File: src/rtl/fetch_unit_if.sv
// Fetch-side bundle: instruction memory read port, redirect request and the decode handshake.
// The master modport is the fetch unit; the slave modport is memory/decode/control.
interface fetch_unit_if #(
  parameter int ADDR_W = 32
);
  logic [ADDR_W-1:0] mem_addr;
  logic [15:0]       mem_data;
  logic              redirect;
  logic [ADDR_W-1:0] redirect_pc;
  logic              id_ready;
  logic              if_valid;
  logic [15:0]       if_instr;
  logic [15:0]       if_imm;
  logic              if_has_imm;
  logic [ADDR_W-1:0] if_pc;

  modport master (
    output mem_addr,
    input  mem_data,
    input  redirect,
    input  redirect_pc,
    input  id_ready,
    output if_valid,
    output if_instr,
    output if_imm,
    output if_has_imm,
    output if_pc
  );

  modport slave (
    input  mem_addr,
    output mem_data,
    output redirect,
    output redirect_pc,
    output id_ready,
    input  if_valid,
    input  if_instr,
    input  if_imm,
    input  if_has_imm,
    input  if_pc
  );
endinterface

File: src/rtl/fetch_unit.sv
// Instruction fetch stage: walks instruction memory one word per cycle, joins two-word
// immediate instructions into a single beat and hands beats to decode via valid/ready.
module fetch_unit #(
  parameter int              ADDR_W     = 32,
  parameter logic [ADDR_W-1:0] RESET_PC = 32,
  parameter logic [2:0]      IMM_OPCODE = 3'b001
) (
  input  logic          clk,
  input  logic          reset,
  fetch_unit_if.master  bus
);

  typedef enum logic {
    S_OP,
    S_IMM
  } state_t;

  state_t            state_q, state_d;
  logic [ADDR_W-1:0] pc_q, pc_d;
  logic [15:0]       opHold_q, opHold_d;
  logic [ADDR_W-1:0] opPc_q, opPc_d;
  logic              outValid_q, outValid_d;
  logic [15:0]       outInstr_q, outInstr_d;
  logic [15:0]       outImm_q, outImm_d;
  logic              outHasImm_q, outHasImm_d;
  logic [ADDR_W-1:0] outPc_q, outPc_d;

  logic slotFree;
  logic isImmOp;

  assign slotFree = !outValid_q || bus.id_ready;
  assign isImmOp  = (bus.mem_data[15:13] == IMM_OPCODE);

  // Next-state logic: a redirect overrides any fetch or assembly in progress, but the
  // output beat still transfers if decode accepts it in the same cycle.
  always_comb begin
    state_d     = state_q;
    pc_d        = pc_q;
    opHold_d    = opHold_q;
    opPc_d      = opPc_q;
    outValid_d  = outValid_q;
    outInstr_d  = outInstr_q;
    outImm_d    = outImm_q;
    outHasImm_d = outHasImm_q;
    outPc_d     = outPc_q;

    if (bus.id_ready) begin
      outValid_d = 1'b0;
    end

    if (bus.redirect) begin
      pc_d       = bus.redirect_pc;
      state_d    = S_OP;
      outValid_d = 1'b0;
    end else begin
      case (state_q)
        S_OP: begin
          if (isImmOp) begin
            opHold_d = bus.mem_data;
            opPc_d   = pc_q;
            pc_d     = pc_q + ADDR_W'(1);
            state_d  = S_IMM;
          end else if (slotFree) begin
            outValid_d  = 1'b1;
            outInstr_d  = bus.mem_data;
            outImm_d    = 16'h0000;
            outHasImm_d = 1'b0;
            outPc_d     = pc_q;
            pc_d        = pc_q + ADDR_W'(1);
          end
        end
        S_IMM: begin
          if (slotFree) begin
            outValid_d  = 1'b1;
            outInstr_d  = opHold_q;
            outImm_d    = bus.mem_data;
            outHasImm_d = 1'b1;
            outPc_d     = opPc_q;
            pc_d        = pc_q + ADDR_W'(1);
            state_d     = S_OP;
          end
        end
      endcase
    end
  end

  always_ff @(posedge clk) begin
    if (reset) begin
      state_q     <= S_OP;
      pc_q        <= RESET_PC;
      opHold_q    <= 16'h0000;
      opPc_q      <= '0;
      outValid_q  <= 1'b0;
      outInstr_q  <= 16'h0000;
      outImm_q    <= 16'h0000;
      outHasImm_q <= 1'b0;
      outPc_q     <= '0;
    end else begin
      state_q     <= state_d;
      pc_q        <= pc_d;
      opHold_q    <= opHold_d;
      opPc_q      <= opPc_d;
      outValid_q  <= outValid_d;
      outInstr_q  <= outInstr_d;
      outImm_q    <= outImm_d;
      outHasImm_q <= outHasImm_d;
      outPc_q     <= outPc_d;
    end
  end

  assign bus.mem_addr   = pc_q;
  assign bus.if_valid   = outValid_q;
  assign bus.if_instr   = outInstr_q;
  assign bus.if_imm     = outImm_q;
  assign bus.if_has_imm = outHasImm_q;
  assign bus.if_pc      = outPc_q;

endmodule

File: src/flat_wrapper.sv
// flat-port wrapper written by rule: the top's interface ports become plain ports
module fetch_unit_flat 
#(
  parameter int              ADDR_W     = 32,
  parameter logic [ADDR_W-1:0] RESET_PC = 32,
  parameter logic [2:0]      IMM_OPCODE = 3'b001
)
  (clk, reset, bus_mem_addr, bus_mem_data, bus_redirect, bus_redirect_pc, bus_id_ready, bus_if_valid, bus_if_instr, bus_if_imm, bus_if_has_imm, bus_if_pc);
  fetch_unit_if #(.ADDR_W(ADDR_W)) bus_i ();
  input  logic clk;
  input  logic reset;
  output wire logic [$bits(bus_i.mem_addr)-1:0] bus_mem_addr;
  input wire logic [$bits(bus_i.mem_data)-1:0] bus_mem_data;
  input wire logic [$bits(bus_i.redirect)-1:0] bus_redirect;
  input wire logic [$bits(bus_i.redirect_pc)-1:0] bus_redirect_pc;
  input wire logic [$bits(bus_i.id_ready)-1:0] bus_id_ready;
  output wire logic [$bits(bus_i.if_valid)-1:0] bus_if_valid;
  output wire logic [$bits(bus_i.if_instr)-1:0] bus_if_instr;
  output wire logic [$bits(bus_i.if_imm)-1:0] bus_if_imm;
  output wire logic [$bits(bus_i.if_has_imm)-1:0] bus_if_has_imm;
  output wire logic [$bits(bus_i.if_pc)-1:0] bus_if_pc;
  assign bus_mem_addr = bus_i.mem_addr;
  assign bus_i.mem_data = bus_mem_data;
  assign bus_i.redirect = bus_redirect;
  assign bus_i.redirect_pc = bus_redirect_pc;
  assign bus_i.id_ready = bus_id_ready;
  assign bus_if_valid = bus_i.if_valid;
  assign bus_if_instr = bus_i.if_instr;
  assign bus_if_imm = bus_i.if_imm;
  assign bus_if_has_imm = bus_i.if_has_imm;
  assign bus_if_pc = bus_i.if_pc;
  fetch_unit #(.ADDR_W(ADDR_W), .RESET_PC(RESET_PC), .IMM_OPCODE(IMM_OPCODE)) u_core (.clk(clk), .reset(reset), .bus(bus_i));
endmodule
File: config.mk
export PLATFORM = sky130hd
export DESIGN_NAME = fetch_unit_flat
export DESIGN_NICKNAME = d
export VERILOG_FILES = /design/src/rtl/fetch_unit_if.sv /design/src/rtl/fetch_unit.sv /design/src/flat_wrapper.sv
export SDC_FILE = /design/constraint.sdc
export NUM_CORES = 1
export LEC_CHECK = 0
export CORE_AREA = 3 3 124 126
export DETAILED_ROUTE_END_ITERATION = 6
export DIE_AREA = 0 0 127 129
export PLACE_DENSITY = 0.78
export SKIP_CTS_REPAIR_TIMING = 1
export SLEW_MARGIN = 20
export SYNTH_ARGS = -nofsm -noshare
export SYNTH_HDL_FRONTEND = slang
export SYNTH_SLANG_ARGS = --single-unit
File: constraint.sdc
create_clock -name clk -period 2.8 [get_ports clk]
set_clock_uncertainty 0.2 [all_clocks]
set_input_delay 0.7 -clock clk [delete_from_list [all_inputs] [get_ports clk]]
set_output_delay 0.7 -clock clk [all_outputs]
set_load 0.01 [all_outputs]
Yosys cells after proc, flatten, opt, wreduce, memory -nomap -nowiden
Cells that the tools add are included.
{ "classes": {"n_eq_ne": 4, "bitwise": 2, "n_addsub": 1, "mux": 26, "reduce_logical": 5} }
{ "op_table": {"columns": ["cell", "n"], "rows": [
  ["32-bit two-way mux", 6],
  ["32-bit case mux with 2 select lines", 2],
  ["16-bit two-way mux", 5],
  ["16-bit case mux with 2 select lines", 2],
  ["32-bit by 1-bit adder with 32-bit output (second input constant)", 1],
  ["1-bit two-way mux", 8],
  ["1-bit case mux with 2 select lines", 3],
  ["2-bit inequality test (second input constant)", 2],
  ["4-bit AND reduction", 1],
  ["3-bit by 1-bit equality test with 1-bit output (second input constant)", 1],
  ["3-bit AND reduction", 1],
  ["2-bit by 1-bit inequality test with 1-bit output (second input constant)", 1],
  ["1-bit NOT", 2],
  ["2-bit OR reduction", 1],
  ["1-bit logical NOT", 1],
  ["1-bit logical OR", 1]
]} }
{ "word_totals": {"in_bits": 52, "elab_cells": 47, "register_bits": 147} }

Longest topological paths before layout
{ "depth": {"word_depth": 6, "mapped_depth": 7, "ltp_nobuf": 5} }

Least setup slack after synthesis
Ideal clock, no wire load.
{ "synth_timing": {"path_kind": "input to register", "startpoint": "input port bus_mem_data[15]", "endpoint": "register u_core.pc_q[26] (netlist: u_core.bus.mem_addr[26])", "path_stages": 5, "slack_ns": 0.109, "setup_time_ns": 0.132, "arrival_time_ns": 2.358, "path_cell_list": "or4b_1 buf_2 a211oi_1 a31oi_1 or3b_2"} }
{ "synth_via": {"elab_chain_cells": 4} }
{ "synth_lines": {"columns": ["element", "line", "text"], "rows": [
  ["start, declared", "flat_wrapper.sv:13", "input wire logic [$bits(bus_i.mem_data)-1:0] bus_mem_data;"],
  ["3-bit by 1-bit equality test with 1-bit output", "fetch_unit.sv:32", "assign isImmOp = (bus.mem_data[15:13] == IMM_OPCODE);"],
  ["32-bit two-way mux", "fetch_unit.sv:58", "if (isImmOp) begin"],
  ["32-bit case mux with 2 select lines", "fetch_unit.sv:56", "case (state_q)"],
  ["32-bit two-way mux", "fetch_unit.sv:51", "if (bus.redirect) begin"],
  ["end signal, assigned", "fetch_unit.sv:100", "pc_q <= pc_d;"],
  ["end, declared", "fetch_unit.sv:19", "logic [ADDR_W-1:0] pc_q, pc_d;"]
]} }
No other way between the ends.
A chain may end at the register's enable or synchronous reset.

Final worst setup path
{ "layout_timing": {"startpoint": "input port bus_mem_data[13]", "endpoint": "register u_core.pc_q[12] (netlist: u_core.bus.mem_addr[12])"} }
The elaborated chain is that of the path after synthesis.

==> impl_metrics.py <==
metrics = {
    "run_status": {
        "status": "finished clean",
    },
    "timing": {
        "fmax_ghz": 0.377,
        "fin_crit_sh_pct": 94.8,
        "tightest_slew_ns": 1.03,
        "finalHoldViolations": 0,
        "finalWorstPathRequiredPeriod_ns": 2.65,
        "timing.final.setup_violations": 0,
        "slew-limit-headroom_pct": 31.2,
        "unrepaired_setup_endpoints_after_global_routing": "false",
        "timing_max_transition_violations_final": 0,
    },
    "finish": {
        "mostFrequentLayoutCells": "147 x clkdlybuf4s50_1, 146 x dfxtp_1, 122 x nand2_1, 80 x nor2_1, 65 x a21oi_1",
        "final-seq-area_mm2": 0.00295,
        "final_net_count": 954,
        "num-fill-cells": 1255,
        "flow.area_growth_from_synthesis_pct": 38.1,
        "fin_area_mm2": 0.00885,
        "n_antenna_cell": 0,
        "post_route_cells_drive_above_1_share_pct": 9.53,
        "multi_input_area_mm2": 0.00319,
        "finalCoreUtilization_pct": 61.3,
        "mostFrequentLayoutCell": "clkdlybuf4s50_1",
    },
    "detailed_routing": {
        "vias": 6077,
        "route.detailed.vias_per_inst": 5.54,
        "drt.antenna.violating_nets": 0,
        "drt_iter0_drc": 332,
        "number_of_iterations_in_the_first_detailed_routing_pass": 5,
        "post_drt_wl_per_cell_um": 16.1,
        "drc_errors": 0,
        "wirelength_um": 17700,
    },
    "die": {
        "die_outline_height_um": 129,
        "fp-row-count": 44,
        "io_pins": 150,
        "die_width_um": 127,
        "start_util_pct": 44.4,
        "fp.dieArea_mm2": 0.0164,
        "coreArea_mm2": 0.0144,
    },
    "synthesis": {
        "synthesis.nets": 813,
        "synthesis.instances": 760,
        "avgSynthCellArea_um2": 8.43,
        "synthDominantAreaCellType": "dfxtp_1",
        "seq_area_frac_synth_pct": 45.9,
        "synth_warnings": 0,
        "dominantRegCellSynth": "dfxtp_1",
        "synth.area.top_cells": "dfxtp_1 46%, mux2i_1 7.5%, nand2_1 7.2%",
        "synth_top_area_share_pct": 45.9,
        "synth.cell_area_mm2": 0.00641,
        "number_of_enable_type_register_cells_in_the_synthesized_netlist": 0,
        "synthDistinctLibCells": 47,
        "synth-async-reset-ratio_pct": 0,
        "yosys_register_bits": 147,
    },
    "global_route": {
        "grt_max_degree": 79,
        "initial_antenna_violation_count": 0,
        "grt_pass1_vias": 5801,
        "global_route_wire_length_before_repair_um": 29100,
        "grt_overflow": 0,
        "global_route.usage.total_pct": 21.8,
    },
    "power_and_ir_drop": {
        "peakVddDrop_mv": 0.399,
        "leakage_nw": 2.93,
        "power_per_cell_area_mw_per_mm2": 579,
    },
    "clocking": {
        "tritoncts.num_buffers": 17,
        "ctsRootBufferMaster": "clkbuf_16",
        "tritoncts": "yes",
        "clkLatencyLatePin_ns": 0.42,
        "num_clock_sinks": 147,
        "clockBufferDepth": 2,
        "h_tree_depth": 4,
        "path_clk_slew_ns": 0.06,
    },
    "placement": {
        "port-buffer-count": 149,
        "gp_congestion": 0.815,
        "place_hpwl_um": 11900,
        "postPlaceCellArea_mm2": 0.00828,
    },
    "critical_path": {
        "critical_path_arrival_ns": 2.78,
        "critical_path.reg2reg.endpoint": "u_core.bus.mem_addr[12]",
        "worst_r2r_setup_slack_ns": 0.47,
        "worstSetupStartpoint": "bus_mem_data[13]",
        "setup.worst_path.start_class": "primary input",
        "r2r-start": "u_core.state_q",
        "crit_required_ns": 2.92,
        "path_depth": 6,
        "crit_family": "simple AND/OR/NAND/NOR gates",
        "end_kind": "register",
        "worstPathBufferInverterCount": 2,
        "critPathCapture": "u_core.bus.mem_addr[12]",
        "timing.setup.critical_path_class": "in2reg",
        "crit_path_max_incr_delay_ns": 0.48,
        "reg2reg_depth": 5,
        "critical-path-slowest-cell": "or4b_1",
        "timing.critical_path.fanout_max": 8,
        "critical_path.cell_chain": "clkdlybuf4s50_1 > or4b_1 > a211o_1 > buf_4 > or3_1 > a311oi_1",
    },
    "hold_path": {
        "hold_class": "reg2reg",
    },
    "flow_run": {
        "cap_violations": 0,
    },
}
-- layer usage --
| metal | part of all wire, % | global-route usage [%] | routed length (µm) | vias up |
|---|---|---|---|---|
| met5 | 0 | 0 | 0 | - |
| met4 | 1.9 | 7.07 | 340 | 0 |
| met1 | 44 | 27.7 | 7790 | 2845 |
| met2 | 48 | 36.1 | 8450 | 191 |
| li1 | - | - | - | 3014 |
| met3 | 6.3 | 5.94 | 1110 | 27 |
-- worst min-delay path: stages (launching register included) --
cell and delay (ns):
dfxtp_1 0.31, nand2_1 0.05, a21oi_1 0.05
-- worst min-delay path by stage --
| stage | cells after the start | endpoint | slack (ns) | from |
|---|---|---|---|---|
| finish | 2 | u_core.opPc_q[0] | 0.25 | u_core.opPc_q[0] |
| detailed placement | 2 | u_core.bus.if_imm[11] | 0.25 | u_core.bus.if_imm[11] |
| global placement | 2 | u_core.bus.if_imm[15] | 0.24 | u_core.bus.if_imm[15] |
| global route | 2 | u_core.opPc_q[29] | 0.27 | u_core.opPc_q[29] |
| CTS | 2 | u_core.bus.if_imm[13] | 0.26 | u_core.bus.if_imm[13] |
| floorplan | 2 | u_core.opHold_q[0] | 0.24 | u_core.opHold_q[0] |
-- final cells by class --
class | instances | area share (%)
clock buffer | 20 | 5.05
tap | 184 | 2.60
multi-input combinational | 536 | 36.0
timing repair buffer | 192 | 21.5
sequential | 147 | 33.3
inverter | 7 | 0.297
clock inverter | 11 | 1.20
-- power breakdown --
group          switching, mW  internal, mW
clock network          0.892          1.24
registers             0.0911          2.19
logic                  0.332         0.369
total                   1.32          3.80
-- state kept, by name, indices dropped and copies added, names as in the netlist --
name and count:
u_core.bus.if_pc 32, u_core.bus.mem_addr 32, u_core.opPc_q 32, u_core.bus.if_imm 16
u_core.bus.if_instr 16, u_core.opHold_q 16, u_core.bus.if_has_imm 1, u_core.bus.if_valid 1
u_core.state_q 1
-- through the flow --
| step | instances | setup TNS [ns] | hold slack (ns) | power, mW | setup slack, ns |
|---|---|---|---|---|---|
| 3_3_place_gp | 1066 | -7.57 | 0.240 | 3.02 | -0.447 |
| 3_5_place_dp | 1066 | -11.95 | 0.245 | 3.03 | -0.493 |
| 5_1_grt | 1097 | 0 | 0.273 | 5.32 | 0.104 |
| 6_report | 1097 | 0 | 0.253 | 5.12 | 0.145 |
| 4_1_cts | 1097 | -0.184 | 0.256 | 5.17 | -0.139 |
| 2_1_floorplan | 760 | 0 | 0.236 | 2.64 | 0.109 |
-- synth_stat cells, types with 2 or more instances --
cell type,number
dfxtp_1,147
nand2_1,123
nor2_1,81
a21oi_1,65
a211oi_1,61
clkbuf_1,59
mux2i_1,48
nand3_1,31
nor4_1,14
o21ai_0,10
nand4_1,9
nor2b_1,9
a311oi_1,8
buf_1,8
o31a_1,7
o41a_1,7
or3_1,7
and4_1,6
inv_1,6
a2111oi_0,5
nor3_1,5
xnor2_1,5
and3_1,4
o221a_2,3
o41ai_1,3
a311o_1,2
buf_6,2
nand2b_1,2
o211ai_1,2
o31ai_1,2
or2_2,2
or4_1,2
-- cell families (layout without fill, tap and decap cells) --
family | Yosys count | count (layout) | synth area share [%]
AND/OR/NAND/NOR | 300 | 300 | 21.3
AO/OA/AOI/OAI | 181 | 181 | 19.5
flip-flops | 147 | 147 | 45.9
buffers and inverters | 77 | 230 | 4.76
multiplexers | 48 | 48 | 7.50
XOR/XNOR | 6 | 6 | 0.820
adder cells (fa/ha/maj) | 1 | 1 | 0.195
Note: power is estimated with default switching activity, not from simulation.
==> patch (same flow settings) <==
`ADDR_W` is set to 32 in 3 places; all go to 16.
--- a/src/rtl/fetch_unit_if.sv
+++ b/src/rtl/fetch_unit_if.sv
@@ -1,7 +1,7 @@
 // Fetch-side bundle: instruction memory read port, redirect request and the decode handshake.
 // The master modport is the fetch unit; the slave modport is memory/decode/control.
 interface fetch_unit_if #(
-  parameter int ADDR_W = 32
+  parameter int ADDR_W = 16
 );
   logic [ADDR_W-1:0] mem_addr;
   logic [15:0]       mem_data;
--- a/src/rtl/fetch_unit.sv
+++ b/src/rtl/fetch_unit.sv
@@ -1,7 +1,7 @@
 // Instruction fetch stage: walks instruction memory one word per cycle, joins two-word
 // immediate instructions into a single beat and hands beats to decode via valid/ready.
 module fetch_unit #(
-  parameter int              ADDR_W     = 32,
+  parameter int              ADDR_W     = 16,
   parameter logic [ADDR_W-1:0] RESET_PC = 32,
   parameter logic [2:0]      IMM_OPCODE = 3'b001
 ) (
--- a/src/flat_wrapper.sv
+++ b/src/flat_wrapper.sv
@@ -1,7 +1,7 @@
 // flat-port wrapper written by rule: the top's interface ports become plain ports
 module fetch_unit_flat 
 #(
-  parameter int              ADDR_W     = 32,
+  parameter int              ADDR_W     = 16,
   parameter logic [ADDR_W-1:0] RESET_PC = 32,
   parameter logic [2:0]      IMM_OPCODE = 3'b001
 )
Ports: changed (resized bus_if_pc, bus_mem_addr and bus_redirect_pc); port bits go from 150 to 102. No check against the original RTL was run, so the function may have changed too.
==> patch against the unedited design <==
- sequential cell count decreased by 48
- worst setup slack got worse by 86 ps
- design area shrank 36%
- area after synthesis fell by 37%
- wire length fell by 37%
- die area unchanged
- synthesized cell count is 37% lower
- power shrank 39%
- critical path type unchanged
- largest power group unchanged
==> patch: results (changes against the unedited design) <==
The flow ran to the end, and the final reports show no timing, DRC or antenna violations. The count of port buffers added during placement is 101 (-32%). The min-delay analysis places its worst path in the category flip-flop to flip-flop. In the post-synthesis netlist, the biggest area contributors are sky130_fd_sc_hd__dfxtp_1, sky130_fd_sc_hd__mux2i_1, sky130_fd_sc_hd__nand2_1. The layout filler cell count is 1,455 (+16%). The clock latency at the later pin of the worst-skew pair is 330 ps (-90 ps).

The maximum VDD drop came out at 259 µV (-35%). The deepest level of the CTS H-tree came out at 3 (-1). The total track usage came out at 13.5% (-8.3 points).

The number of nets produced by synthesis is 515 (-37%). After synthesis, the most frequently instantiated cells are sky130_fd_sc_hd__dfxtp_1, sky130_fd_sc_hd__nand2_1, sky130_fd_sc_hd__a21oi_1. The reg-to-reg critical path startpoint is u_core.state_q. The post-detailed-placement cell area came out at 0.00539 mm² (-35%).

The largest incremental delay on the critical path is 580 ps (+100 ps). The wire length reported by the detailed router is 11,200 µm (-37%). The diode insertion count for antenna repair is 0 (unchanged). The placer congestion estimate is 0.848 (+4.1%). The pin count of the biggest net entering global routing is 52 (-34%). The wire length of the first global-routing pass is 17,800 µm (-39%).

The vias per cell came out at 4.91 (-11%). The slowest library cell on the worst path is sky130_fd_sc_hd__or4b_4. The number of global-route vias before repair is 3,368 (-42%). The count of different cell masters after synthesis came out at 37 (-21%). The maximum clock insertion buffer count is 2 (unchanged). The post-layout net count is 609 (-36%). The share of synthesized area occupied by flip-flops and latches was 48.9% (+3.0 points). The clock edge transition at the registers on the reported setup and hold paths came out at 70 ps. The HPWL after detailed placement came out at 7680 µm (-35%). The startpoint identified for the worst hold timing path is u_core.bus.if_imm[7]. The CTS buffer count is 9 (-8). The area of the multi-input gates is 0.00190 mm² (-40%). The number of DRC violations after detailed-routing iteration 0 is 245 (-26%).

The worst slew margin relative to its limit came out at 49.3% (+18 points). The fraction of layout instances using a drive strength above 1 came to 7.63% (-1.9 points). The most critical setup path has its startpoint at bus_mem_data[14]. The leakage power came to 1.88 nW (-36%). The maximum net fanout on the critical path is 6 (-2). The CTS root buffer is sky130_fd_sc_hd__clkbuf_16.

The first-pass detailed-route iteration total was 4 (-1). The data arrival time of the critical path is 2790 ps (about the same).
[patch: final timing paths]
path                                           endpoint  slack (ps)  cells after the start
worst min register to register     u_core.bus.if_imm[7]         250                      2
worst max register to register  u_core.bus.mem_addr[10]         520                      4
worst min-delay path               u_core.bus.if_imm[7]         250                      2
worst max-delay path            u_core.bus.mem_addr[10]          60                      5
[patch: power breakdown]
part,total (mW),switching [mW],leakage (nW),internal (mW)
registers,1.53,0.0579,0.811,1.47
logic,0.436,0.209,0.945,0.227
clock network,1.14,0.531,0.126,0.607
[patch: kinds of logic after synthesis]
logic type	Yosys count	synth area share, %
simple gates	178	19.4
compound gates	118	18.4
flops	99	48.9
buf+inv	47	4.42
mux	32	7.90
xor+xnor	3	0.648
fa+ha+maj	1	0.309
[patch: cell type report]
cell class                 count  area share (%)
clock buffer                  11            4.11
sequential                    99            35.0
timing repair buffer         123            22.1
tap                          184            4.06
multi-input combinational    332            33.6
clock inverter                 5           0.663
inverter                       7           0.464
[patch: per-stage QoR]
| stage | power, mW | hold WS, ps | instances | setup slack (ps) |
|---|---|---|---|---|
| after detailed placement | 2.00 | 242 | 745 | -396 |
| after global placement | 2.00 | 238 | 745 | -360 |
| after floorplan | 1.74 | 236 | 478 | 201 |
| after CTS | 3.15 | 252 | 761 | -29.8 |
| final | 3.10 | 249 | 761 | 59.1 |
| after global routing | 3.26 | 273 | 761 | 10.3 |
[patch: layer usage]
metal,track usage (%),vias up,part of all wire (%)
met3,3.36,2,6.0
met1,18.5,1755,47
li1,-,1875,-
met2,21.4,101,47
met4,3.60,0,0.35
met5,0,-,0
[patch: worst min-delay path, delay by kind of cell, from the launching register on]
family | cells | cell delay, ps
flops | 1 | 310
simple gates | 1 | 50
compound gates | 1 | 50
